## src/rtl/logic_unit_seq.sv

```systemverilog
// logic_unit_seq: registered eight-op bitwise logic unit with valid/ready handshake, accumulator, zero flag and saturating op counter
module logic_unit_seq #(
  parameter int WIDTH = 8,
  parameter int CNT_W = 16
) (
  input  logic             clk,
  input  logic             rst_n,
  input  logic             in_valid,
  output logic             in_ready,
  input  logic [2:0]       op,
  input  logic [WIDTH-1:0] a,
  input  logic [WIDTH-1:0] b,
  input  logic             use_acc,
  input  logic             clr_acc,
  output logic             out_valid,
  input  logic             out_ready,
  output logic [WIDTH-1:0] result,
  output logic             zero,
  output logic [WIDTH-1:0] acc,
  output logic [CNT_W-1:0] op_count
);
  logic [WIDTH-1:0] opa;
  logic [WIDTH-1:0] res;
  logic             accept;
  assign in_ready = !out_valid || out_ready;
  assign accept   = in_valid && in_ready;
  assign opa      = use_acc ? acc : a;
  // select the bitwise operation on the effective operands
  always_comb begin
    res = op == 3'd0 ? ~(opa & b) :
          op == 3'd1 ? ~opa :
          op == 3'd2 ? opa & b :
          op == 3'd3 ? opa | b :
          op == 3'd4 ? opa ^ b :
          op == 3'd5 ? ~(opa | b) :
          op == 3'd6 ? ~(opa ^ b) : opa;
  end
  // output stage: load on accept, drain on delivery, hold under backpressure
  always_ff @(posedge clk or negedge rst_n) begin
    if (!rst_n) begin
      out_valid <= 1'b0;
      result    <= '0;
      zero      <= 1'b0;
    end else if (accept) begin
      out_valid <= 1'b1;
      result    <= res;
      zero      <= res == '0;
    end else if (out_ready) begin
      out_valid <= 1'b0;
    end
  end
  // accumulator follows accepted results; clear wins over the write
  always_ff @(posedge clk or negedge rst_n) begin
    if (!rst_n) acc <= '0;
    else if (clr_acc) acc <= '0;
    else if (accept) acc <= res;
  end
  // accepted-beat counter that sticks at all-ones
  always_ff @(posedge clk or negedge rst_n) begin
    if (!rst_n) op_count <= '0;
    else if (accept && op_count != '1) op_count <= op_count + 1'b1;
  end
endmodule

```

## config.mk

```make
export PLATFORM = sky130hd
export DESIGN_NAME = logic_unit_seq
export DESIGN_NICKNAME = d
export VERILOG_FILES = /design/src/rtl/logic_unit_seq.sv
export SDC_FILE = /design/constraint.sdc
export NUM_CORES = 1
export LEC_CHECK = 0
export ABC_AREA = 0
export CAP_MARGIN = 20
export CELL_PAD_IN_SITES_DETAIL_PLACEMENT = 1
export CELL_PAD_IN_SITES_GLOBAL_PLACEMENT = 1
export CORE_MARGIN = 2
export CORE_UTILIZATION = 35
export CTS_BUF_LIST = sky130_fd_sc_hd__clkbuf_8
export DETAILED_ROUTE_END_ITERATION = 10
export PLACE_DENSITY_LB_ADDON = 0.1
export SYNTH_ARGS = -nofsm -noshare
export SYNTH_HDL_FRONTEND = slang
export SYNTH_SLANG_ARGS = --single-unit
```

## constraint.sdc

```tcl
create_clock -name clk -period 2.1 [get_ports clk]
set_clock_uncertainty 0.05 [all_clocks]
set_input_delay 0.525 -clock clk [delete_from_list [all_inputs] [get_ports clk]]
set_output_delay 0.525 -clock clk [all_outputs]
set_load 0.03 [all_outputs]
```

# --- Word-level counts from Yosys, hierarchy flattened ---
# Cells that the tools add are included.
classes:
  addsub: 1
  multipliers: 0
  div: 0
  magnitude_cmp: 0
  n_eq_ne: 7
  shift: 0
  n_mux: 12
  n_bitwise: 7
  n_reduce_logical: 8
op_table:
  columns: ["operator", "n"]
  rows:
  - ["$mux 8", 10]
  - ["$not 8->8", 4]
  - ["$add 16x1->16 const B", 1]
  - ["$ne 16x16->1 const B", 1]
  - ["$eq 3x3->1 const B", 3]
  - ["$and 8x8->8", 1]
  - ["$logic_not 8->1", 1]
  - ["$or 8x8->8", 1]
  - ["$xor 8x8->8", 1]
  - ["$eq 3x2->1 const B", 2]
  - ["$reduce_bool 2->1", 2]
  - ["$eq 3x1->1 const B", 1]
  - ["$logic_not 3->1", 1]
  - ["$logic_and 1x1->1", 2]
  - ["$mux 1", 2]
  - ["$logic_not 1->1", 1]
  - ["$logic_or 1x1->1", 1]
totals:
  ff_bits: 34
  latchBits: 0
  mem_bits_rw: 0
  mem_bits_ro: 0
  output_inout_bits: 35
  word_cells: 40
  mem_count: 0

# --- Logic depth before layout (Yosys ltp) ---
logic_depth:
  ltp_word: 12
  depth_mapped: 9
  ltp_nobuf: 8

# --- Least setup slack after synthesis ---
# No wires, ideal clock.
synth_timing:
  kind: "input-to-reg"
  from: "input use_acc"
  to: "register zero"
  setup_ns: 0.120
  arrival_ns: 2.184
  t_required_ns: 1.930
  path_slack_ns: -0.254
  cell_stages: 6
  n_path_buf: 1
  path_cell_list: "buf_6 -> mux2i_1 -> ha_1 -> mux2_2 -> mux4_2 -> a41o_1"
synth_via:
  elab_chain_len: 11
  word_cells_on_any_way: 16
synth_rtl:
  columns: ["item", "line_no", "text"]
  rows:
  - ["start, declared", "13", "input logic use_acc,"]
  - ["$mux 8 *", "27", "assign opa = use_acc ? acc : a;"]
  - ["$xor 8x8->8", "34, 36", null]
  - ["$not 8->8", "36", "op == 3'd6 ? ~(opa ^ b) : opa;"]
  - ["$mux 8", "36", null]
  - ["$mux 8", "35", "op == 3'd5 ? ~(opa | b) :"]
  - ["$mux 8", "34", "op == 3'd4 ? opa ^ b :"]
  - ["$mux 8", "33", "op == 3'd3 ? opa | b :"]
  - ["$mux 8", "32", "op == 3'd2 ? opa & b :"]
  - ["$mux 8", "31", "op == 3'd1 ? ~opa :"]
  - ["$mux 8 *", "30", "res = op == 3'd0 ? ~(opa & b) :"]
  - ["$logic_not 8->1 *", "47", "zero <= res == '0;"]
  - ["end signal, assigned", "43", "zero <= 1'b0;"]
  - ["end signal, assigned", "47", null]
  - ["end, declared", "18", "output logic zero,"]
# Every way passes the cells marked *; elsewhere a longest branch is shown, timed or not.
# A chain may end at the register's enable or synchronous reset.

# --- Worst setup path in the final report ---
layout_timing:
  from: "input b[4]"
  to: "register zero"
layout_via:
  elab_chain_len: 10
  word_cells_on_any_way: 14
layout_rtl:
  columns: ["item", "line_no", "text"]
  rows:
  - ["start, declared", "12", "input logic [WIDTH-1:0] b,"]
  - ["$xor 8x8->8", "34, 36", null]
  - ["$not 8->8", "36", null]
  - ["$mux 8", "36", null]
  - ["$mux 8", "35", null]
  - ["$mux 8", "34", null]
  - ["$mux 8", "33", null]
  - ["$mux 8", "32", null]
  - ["$mux 8", "31", null]
  - ["$mux 8 *", "30", null]
  - ["$logic_not 8->1 *", "47", null]
# Marks and branches as above.

==> flow_summary.ini <==
[floorplanning]
die_area_um2 = 7366
floorplan.initialDensity = 0.3649
die_x_um = 85.83
core_um2 = 6422
io_pins = 60
row_count = 29
die_h_um = 85.83

[logic_synthesis]
syn_inst = 241
synth_edf_count = 0
syn_nets = 283
netlist_top_cells_area = dfrtp_1, mux4_2, ha_1
yosysWarnings = 0
yosysSeqAreaShare = 0.3631
synth_top_area_frac = 0.3631
synthMostInstantiatedCell = dfrtp_1
yosysTopAreaCell = dfrtp_1
ys_ff_latch = 34
ys_top_cells_by_count = dfrtp_1, nor2_1, inv_1, ha_1, nand2_1
synth_cell_types = 40
synth_area_um2 = 2343
synth_area_per_cell_um2 = 9.724
async_flop_share = 1.000
yosys_most_used_dff = dfrtp_1

[cts]
ctsHoldBuffers = 0
htree_levels = 2
clock_sinks = 34
path_clk_slew_ns = 0.07
clock_latency_ns = 0.29
numCtsBuffers = 5
ctsLongestPathBuffers = 2
root_buffer = clkbuf_8
cts_tree = done

[placement]
place_congestion = 0.7565
hpwl_mm = 4.792
io_buffers = 59
dp_cells = 406

[grt]
track_usage = 0.1817
antenna_found_initial = 0
grt_pass1_vias = 2182
grt_pass1_wl_mm = 10.61
grt_remaining_overflow = 0
grt_max_degree = 35

[critical_path]
crit_family = multiplexers
path_class = in2reg
worstSetupEndpointType = register
crit_required_ns = 2.24
crit_slowest_cell = mux4_2
crit_path_start_kind = primary input
cp_data_arrival_time_ns = 2.26
slowest_delay_ns = 0.51
crit_buf_inv = 2
cp_max_fo = 3
cp_cell_sequence = clkdlybuf4s50_1 -> inv_2 -> ha_4 -> mux2_2 -> mux4_2 -> a41o_1

[pwr]
power.leakage_uw = 0.001759
power_density_nw_per_um2 = 663.7
irDropWorstVdd_uv = 497.7

[final_layout]
drive_gt1_frac = 0.3421
fillCellCount = 719
seq_area_um2 = 850.8
diodes = 0
multiInputGateArea_um2 = 1564
nets = 383
instances_no_fill = 419
synthToLayoutAreaGrowth_pct = 57.93

[sta]
slew_viol_final = 0
finalCriticalPeriod_ns = 2.128
tightest_slew_ns = 0.4461
finalSetupTns_ns = -0.02780
relSlewSlack = 0.7008
setup_violations = 1
hold_ws_ns = 0.4351
timing.final.crit_share = 1.013
finalWorstSetupSlack_ns = -0.02780
rsz0062_at_grt = yes
fmax_mhz = 470.0
finalHoldViolCount = 0

[route]
vias = 2167
drt_iter0_markers = 58
ant_nets = 0
avgRoutedWirePerCell_um = 15.54
drc = 3
dr.pass1.iters = 10
wl_mm = 6.510
drt-vias-per-instance = 5.172

[hold_path]
min_path_type = reg2reg

[status]
status = finished with violations
violations = design-rule violations, negative setup slack

[job]
cap_violations = 0
==> report_power, final <==
part / switching, uW / internal, uW
Clock: 253 / 260
Combinational: 560 / 529
Sequential: 98.8 / 755
==> registers in the layout (all words and copies together) (netlist names) <==
register and count:
acc 8, op_count 16, out_valid 1, result 8, zero 1
==> metrics by stage <==
step	total power (uW)	worst slack (ns)	util	area (um2)
after detailed placement	1843	-0.9335	0.5165	3317
after CTS	2438	-0.07786	0.5636	3620
after global placement	1819	-0.8935	0.5165	3317
after global routing	2600	-0.06813	0.5763	3701
after floorplan	1403	-0.1511	-	2369
final	2456	-0.02780	0.5763	3701
==> final timing paths <==
check | startpoint | slack [ns] | cells after the start | to
min in group asynchronous | rst_n | 0.60 | 2 | acc[4]
worst min-delay path | result[0] | 0.44 | 2 | result[0]
worst max register to register | acc[1] | 0.05 | 6 | zero
worst max-delay path | b[4] | -0.03 | 6 | zero
max in group asynchronous | rst_n | 1.08 | 2 | op_count[11]
worst min register to register | result[0] | 0.44 | 2 | result[0]
==> repair_timing <==
item	4_1_cts	5_1_grt
setup endpoints to repair	17	21
pin swaps	18	14
resized for setup	57	24
buffers inserted	4	4
==> layout make-up <==
type	count	share of cell area
well taps	77	0.02603
clock inverters	2	0.002366
flip-flops and latches	34	0.2299
inverters	32	0.03245
repair buffers	105	0.2644
clock buffers	6	0.02231
multi-input cells	163	0.4226
==> logic make-up after synthesis <==
kind of cell               after synthesis  synth area share
adders and majority gates               17           0.09076
xor gates and xnor gates                14           0.05232
AOI/OAI and AO/OA                       23           0.07154
and+or+nand+nor                         82            0.1687
DFF                                     34            0.3631
muxes                                   27            0.1767
buffers and inverters                   44           0.07688
==> per-layer routing <==
| metal | up-vias | part of all wire | global-route usage |
|---|---|---|---|
| met4 | 0 | 0.014 | 0.04906 |
| met1 | 1080 | 0.45 | 0.2448 |
| met5 | - | 0 | 0 |
| met3 | 11 | 0.041 | 0.03561 |
| li1 | 1025 | - | - |
| met2 | 51 | 0.49 | 0.2997 |
==> placed cells by master, fill, tap and decap left out, drive strengths merged, types with 7 or more instances in the layout <==
| cell type | n |
|---|---|
| buf | 48 |
| dlygate4sd2 | 10 |
| dfrtp | 34 |
| nor2 | 32 |
| mux4 | 10 |
| nand2 | 13 |
| dlymetal6s2s | 8 |
| mux2i | 14 |
| ha | 17 |
| xnor2 | 7 |
| nand3 | 8 |
| nor3 | 7 |
| clkdlybuf4s50 | 38 |
| inv | 33 |
| xor2 | 7 |
==> worst reg2reg max path, delay by kind of cell, from the launching register on <==
| family | cells | cell delay, ns |
|---|---|---|
| AND/OR/NAND/NOR | 1 | 0.06 |
| AO/OA/AOI/OAI | 1 | 0.17 |
| adder cells (fa/ha/maj) | 1 | 0.28 |
| flip-flops | 1 | 0.42 |
| multiplexers | 3 | 0.96 |
No activity file was read; power rests on OpenSTA's default activity.
